$ cat config.mk
export PLATFORM = sky130hd
export DESIGN_NAME = quadrature_step_decoder
export DESIGN_NICKNAME = d
export VERILOG_FILES = /design/src/rtl/quad_pkg.sv /design/src/rtl/quad_glitch_filter.sv /design/src/rtl/quadrature_step_decoder.sv
export SDC_FILE = /design/constraint.sdc
export NUM_CORES = 1
export LEC_CHECK = 0
export ABC_CLOCK_PERIOD_IN_PS = 2400
export BUFFER_PORTS_ARGS = -buffer_cell sky130_fd_sc_hd__buf_2
export CORE_MARGIN = 4
export CORE_UTILIZATION = 55
export DETAILED_ROUTE_END_ITERATION = 16
export GPL_ROUTABILITY_DRIVEN = 0
export MAX_ROUTING_LAYER = met4
export PLACE_DENSITY = 0.78
export SLEW_MARGIN = 30
export SYNTH_ARGS = -nofsm -noshare
export SYNTH_HDL_FRONTEND = slang
export SYNTH_SLANG_ARGS = --single-unit
$ cat constraint.sdc
create_clock -name clk -period 2.4 [get_ports clk]
set_clock_uncertainty 0.1 [all_clocks]
set_input_delay 0.48 -clock clk [delete_from_list [all_inputs] [get_ports clk]]
set_output_delay 0.48 -clock clk [all_outputs]
set_load 0.005 [all_outputs]
$ cat src/rtl/quad_pkg.sv
// Shared definitions for the quadrature step decoder: FSM encoding,
// Gray-code phase constants and the transition classifier.
package quad_pkg;

  typedef enum logic {
    ST_INIT  = 1'b0,
    ST_TRACK = 1'b1
  } state_e;

  // Gray phases in forward order: 00 -> 01 -> 11 -> 10 -> 00.
  localparam logic [1:0] PH_0 = 2'b00;
  localparam logic [1:0] PH_1 = 2'b01;
  localparam logic [1:0] PH_2 = 2'b11;
  localparam logic [1:0] PH_3 = 2'b10;

  typedef enum logic [1:0] {
    TR_NONE    = 2'd0,
    TR_FWD     = 2'd1,
    TR_REV     = 2'd2,
    TR_ILLEGAL = 2'd3
  } trans_e;

  // Position of a Gray phase along the forward sequence.
  function automatic logic [1:0] phase_index(input logic [1:0] ab);
    case (ab)
      PH_0:    return 2'd0;
      PH_1:    return 2'd1;
      PH_2:    return 2'd2;
      default: return 2'd3;
    endcase
  endfunction

  // Modulo-4 phase distance: +1 is forward, -1 is reverse, 2 is a skipped phase.
  function automatic trans_e classify(input logic [1:0] prev_ab, input logic [1:0] cur_ab);
    logic [1:0] delta;
    delta = phase_index(cur_ab) - phase_index(prev_ab);
    case (delta)
      2'd0:    return TR_NONE;
      2'd1:    return TR_FWD;
      2'd3:    return TR_REV;
      default: return TR_ILLEGAL;
    endcase
  endfunction

endpackage

$ cat src/rtl/quad_glitch_filter.sv
// One encoder channel: plain synchronizer chain followed by a stability
// filter that only accepts a new level after FILTER_LEN disagreeing cycles.
module quad_glitch_filter #(
  parameter int SYNC_STAGES = 2,
  parameter int FILTER_LEN  = 4
) (
  input  logic clk,
  input  logic rst,
  input  logic load,        // bypass the filter and follow the synchronizer
  input  logic raw_in,
  output logic level,       // accepted (filtered) level
  output logic level_next   // value level takes on the next edge
);

  // The counter never needs to hold FILTER_LEN: it clears on acceptance.
  localparam int              CNT_W    = (FILTER_LEN < 2) ? 1 : $clog2(FILTER_LEN);
  localparam logic [CNT_W-1:0] CNT_LAST = CNT_W'(FILTER_LEN - 1);

  logic [SYNC_STAGES-1:0] sync_q, sync_d;
  logic                   sync_out;
  logic                   filt_q, filt_d;
  logic [CNT_W-1:0]       cnt_q, cnt_d;

  assign sync_out = sync_q[SYNC_STAGES-1];

  // Shift the synchronizer and decide whether the filtered level moves.
  always_comb begin
    // NOTE: every signal gets a default first so no path leaves it unassigned and infers a latch.
    sync_d = {sync_q[SYNC_STAGES-2:0], raw_in};
    filt_d = filt_q;
    cnt_d  = '0;
    if (load) begin
      filt_d = sync_out;
    end else if (sync_out != filt_q) begin
      if (cnt_q == CNT_LAST) begin
        filt_d = sync_out;
      end else begin
        cnt_d = cnt_q + CNT_W'(1);
      end
    end
  end

  // Channel state registers.
  always_ff @(posedge clk) begin
    // NOTE: non-blocking assignments keep every flop sampling pre-edge values, so the chain shifts by exactly one stage per clock.
    if (rst) begin
      sync_q <= '0;
      filt_q <= 1'b0;
      cnt_q  <= '0;
    end else begin
      sync_q <= sync_d;
      filt_q <= filt_d;
      cnt_q  <= cnt_d;
    end
  end

  assign level      = filt_q;
  assign level_next = filt_d;

endmodule

$ cat src/rtl/quadrature_step_decoder.sv
// Converts raw quadrature A/B into a one-cycle step strobe plus direction,
// flags skipped Gray phases and keeps a saturating count of them.
module quadrature_step_decoder
  import quad_pkg::*;
#(
  parameter int SYNC_STAGES   = 2,
  parameter int FILTER_LEN    = 4,
  parameter int ERR_CNT_WIDTH = 8
) (
  input  logic                     clk,
  input  logic                     rst,
  input  logic                     en,
  input  logic                     quad_a,
  input  logic                     quad_b,
  input  logic                     clear_err,
  output logic                     step,
  output logic                     dir,
  output logic                     illegal,
  output logic [ERR_CNT_WIDTH-1:0] err_count,
  output logic                     ready
);

  localparam int                INIT_CYCLES = SYNC_STAGES + FILTER_LEN;
  localparam int                INIT_W      = $clog2(INIT_CYCLES);
  localparam logic [INIT_W-1:0] INIT_LAST   = INIT_W'(INIT_CYCLES - 1);

  logic filt_a, filt_b, next_a, next_b, init_load;

  state_e                   state_q, state_d;
  logic [INIT_W-1:0]        init_cnt_q, init_cnt_d;
  logic [1:0]               prev_ab_q, prev_ab_d;
  logic                     step_q, step_d;
  logic                     dir_q, dir_d;
  logic                     illegal_q, illegal_d;
  logic [ERR_CNT_WIDTH-1:0] err_q, err_d;
  logic                     ready_q, ready_d;
  logic [1:0]               cur_ab;
  trans_e                   trans;

  assign init_load = (state_q == ST_INIT);
  assign cur_ab    = {filt_a, filt_b};

  quad_glitch_filter #(.SYNC_STAGES(SYNC_STAGES), .FILTER_LEN(FILTER_LEN)) u_filt_a (
    .clk(clk), .rst(rst), .load(init_load), .raw_in(quad_a),
    .level(filt_a), .level_next(next_a)
  );

  quad_glitch_filter #(.SYNC_STAGES(SYNC_STAGES), .FILTER_LEN(FILTER_LEN)) u_filt_b (
    .clk(clk), .rst(rst), .load(init_load), .raw_in(quad_b),
    .level(filt_b), .level_next(next_b)
  );

  // Next-state logic: settle during INIT, then classify each phase change.
  always_comb begin
    state_d    = state_q;
    init_cnt_d = init_cnt_q;
    prev_ab_d  = prev_ab_q;
    step_d     = 1'b0;
    dir_d      = dir_q;
    illegal_d  = 1'b0;
    err_d      = err_q;
    ready_d    = ready_q;
    trans      = TR_NONE;

    case (state_q)
      ST_INIT: begin
        // Track the level the filters are loading, so the first TRACK
        // comparison sees no change for whatever level was present at reset.
        prev_ab_d = {next_a, next_b};
        if (init_cnt_q == INIT_LAST) begin
          state_d    = ST_TRACK;
          ready_d    = 1'b1;
          init_cnt_d = '0;
        end else begin
          init_cnt_d = init_cnt_q + INIT_W'(1);
        end
      end
      ST_TRACK: begin
        trans     = classify(prev_ab_q, cur_ab);
        prev_ab_d = cur_ab;
        case (trans)
          TR_FWD, TR_REV: begin
            step_d = en;
            if (en) dir_d = (trans == TR_FWD);
          end
          TR_ILLEGAL: begin
            illegal_d = 1'b1;
            if (err_q != '1) err_d = err_q + ERR_CNT_WIDTH'(1);
          end
          default: ;
        endcase
      end
      default: state_d = ST_INIT;
    endcase

    // Clearing beats a simultaneous increment.
    if (clear_err) err_d = '0;
  end

  // FSM and registered outputs.
  always_ff @(posedge clk) begin
    if (rst) begin
      state_q    <= ST_INIT;
      init_cnt_q <= '0;
      prev_ab_q  <= 2'b00;
      step_q     <= 1'b0;
      dir_q      <= 1'b1;
      illegal_q  <= 1'b0;
      err_q      <= '0;
      ready_q    <= 1'b0;
    end else begin
      state_q    <= state_d;
      init_cnt_q <= init_cnt_d;
      prev_ab_q  <= prev_ab_d;
      step_q     <= step_d;
      dir_q      <= dir_d;
      illegal_q  <= illegal_d;
      err_q      <= err_d;
      ready_q    <= ready_d;
    end
  end

  assign step      = step_q;
  assign dir       = dir_q;
  assign illegal   = illegal_q;
  assign err_count = err_q;
  assign ready     = ready_q;

endmodule

==> run metrics <==
vias post-DR=921; dpl ws=~260 ps; post-synth cell types=31; crit-path max cell delay=approximately 430 ps; Routed WL=2230 µm; synthesized flop and latch total=28; Worst path most repeated cell=ha_1; Worst R2R Path Depth=7; WS Path Type=reg -> reg; most frequent cells in the layout=dfxtp_1, nor2_1, buf_2; Final setup viols=0; Max VDD drop=approximately 480 µV; # diodes=0; final hold vios=0; routed vias/inst=approximately 5.4; Power per Cell Area=~520 nW/µm²; Setup crit start kind=flop; area grow syn2layout=11.1%; syn nets=140; Top Metal Used=met4; fin cells=roughly 170; final core area utilization=roughly two thirds; worst min path class=in -> reg; Post-CTS Setup Inserts=0; core area=a little over 2000 µm²; DRT iter0 DRCs=18; post-route ant nets=0; die area=approximately 3100 µm²; CP Depth=7; cts hold-fix bufs=0; RSZ-0062 raised after global routing=no; XOR/XNOR Fraction of Synth Area=approximately 5.5%; grt ovf=0; Crit path max-delay family=simple AND/OR/NAND/NOR gates; Pre-antenna DRT Iters=4; DRC viols=0; status=finished, final reports clean; CP required=approximately 2500 ps; CP max FO=5; Critical Path End Type=flop; CTS root buf=clkbuf_4; wl on met1=~1100 µm; vias in the first global route=between 800 and 900; FMAX=between 0.4 and 0.5 GHz; r2r setup slk=around 240 ps; CTS buffer count=3; worst flop-to-flop path endpoint=err_count[3]; Static Leak=roughly 0.61 nW; largest net degree at the start of global routing=21; arrival time of the worst setup path=around 2300 ps; CP Cell Sequence=inv_1 -> ha_1 -> ha_1 -> nand2_1 -> or3_4 -> o211ai_2 -> o31ai_2; Initial Utilization=about 60%; Mapped Area=about 1200 µm²; Ports=18; WL met2=1020 µm; clk_lat worst skew=about 310 ps; cts repair resizes=0; met3 wire len=99 µm; post-synthesis simple-gate area fraction=between 20% and 30%; Clock Tree Buf Depth=2; clock slew at reported path FFs=140 ps; Post-Syn Instances=126; post-synthesis adder-cell area fraction=between 8 and 9%; Die W=55.5 µm; period utilisation layout=between 80% and 90%; Nets=160; Max-Cap Viols=0; Synth Area in Compound Gates=approximately 6.3%; Seq/Total Area, Yosys=45.1%; Critical-path top delay cell=dfxtp_1; crit path buf inv count=1; critical path capture point=err_count[3]; # H-tree levels=1; All-Layer GR Usage=between 10% and 20%; PortBufs=17; Slew HR=roughly two thirds; first-pass GRT wire length=approximately 3800 µm; post-synthesis area per instance=9.86 µm²; Final WS setup=between 200 and 250 ps; Final Critical Period=between 2000 and 2500 ps; largest family of logic cells by synthesized area=simple AND/OR/NAND/NOR gates; # rows=16; CTS tree=yes; setup TNS=0 ps; mux cell area share after synthesis=under 10%; DIE HEIGHT=approximately 56 µm; Post-Place Cells=about 170; Clock Sinks=28; layout cells sized above 1=21.5%; Final Max Tran Viols=0; drt wl/cell=around 13 µm; commonest non-fill, non-tap cell in the layout=dfxtp_1; worst-margin pin slew=between 500 and 600 ps; YS warnings=0; initial antenna violation count=0; post-DP HPWL=1730 µm
## per-layer routing
| layer | up-vias | track usage, % |
|---|---|---|
| met2 | 18 | 23.5 |
| met4 | 0 | 4.17 |
| met3 | 4 | 3.26 |
| met5 | - | - |
| met1 | 423 | 20.1 |
| li1 | 476 | - |
## synthesized netlist by cell type
master,count,share of area (%)
a31o_1,1,0.71
or2_2,1,0.50
xnor2_1,5,3.5
nor4b_2,2,2.4
a21oi_1,4,1.6
nor2_1,19,5.7
nand3_1,5,2.0
nor3b_1,2,1.2
xor2_1,1,0.71
or3_4,1,0.91
nor3_4,1,1.3
dfxtp_1,28,45
ha_1,8,8.1
nand3b_1,1,0.60
o31ai_2,1,1.0
nor2_4,2,1.8
nor4_1,2,1.0
nor2b_1,4,2.0
nor4b_1,2,1.4
clkbuf_1,3,0.91
nand2b_1,4,2.0
o211a_1,2,1.6
nand2_1,7,2.1
nand4_1,2,1.0
or3_1,2,1.0
o21ai_0,1,0.40
inv_1,3,0.91
xnor2_2,1,1.3
o211ai_2,1,1.0
mux2i_1,5,4.0
nor3_1,5,2.0
## registers in the layout (all words and copies together) (netlist names), named ones only
| name | cells |
|---|---|
| dir | 1 |
| err_count | 8 |
| illegal | 1 |
| init_cnt_q | 3 |
| prev_ab_q | 2 |
| ready | 1 |
| state_q | 1 |
| step | 1 |
| u_filt_a.cnt_q | 2 |
| u_filt_a.sync_q | 2 |
| u_filt_b.cnt_q | 2 |
| u_filt_b.sync_q | 2 |
## how the worst min path moves through the flow
stage               cells after the start            endpoint               from  slack, ps
floorplan                               1   u_filt_a.cnt_q[0]  u_filt_a.cnt_q[0]        310
global placement                        1   u_filt_a.cnt_q[0]  u_filt_a.cnt_q[0]        320
detailed placement                      1   u_filt_a.cnt_q[0]  u_filt_a.cnt_q[0]        320
CTS                                     2  u_filt_a.sync_q[0]             quad_a        280
global route                            2  u_filt_b.sync_q[0]             quad_b        290
finish                                  2  u_filt_a.sync_q[0]             quad_a        270
## cells by family after synthesis
| group | Yosys count |
|---|---|
| XOR/XNOR | 7 |
| AND/OR/NAND/NOR | 62 |
| buffers and inverters | 6 |
| multiplexers | 5 |
| adder cells (fa/ha/maj) | 8 |
| flip-flops | 28 |
| AO/OA/AOI/OAI | 10 |
## layout make-up
class / count / area [µm²]
clock buffers: 3 / 22.5
repair buffers: 18 / 92.6
well taps: 27 / 33.8
flip-flops and latches: 28 / 561
multi-input cells: 92 / 659
inverters: 3 / 11.3
fillers: 174 / 682
## power by group
part | total [mW] | internal [mW] | switching, mW
logic | 0.0521 | 0.0223 | 0.0298
registers | 0.483 | 0.475 | 0.00808
clock network | 0.186 | 0.0587 | 0.128
## metrics by stage
stage,hold WS (ps),total power [mW],instance area (µm²)
global placement,315,0.542,1360
finish,272,0.722,1380
global route,293,0.754,1380
floorplan,306,0.531,1240
detailed placement,324,0.546,1360
CTS,275,0.728,1380
(Power assumes the default switching activity.)
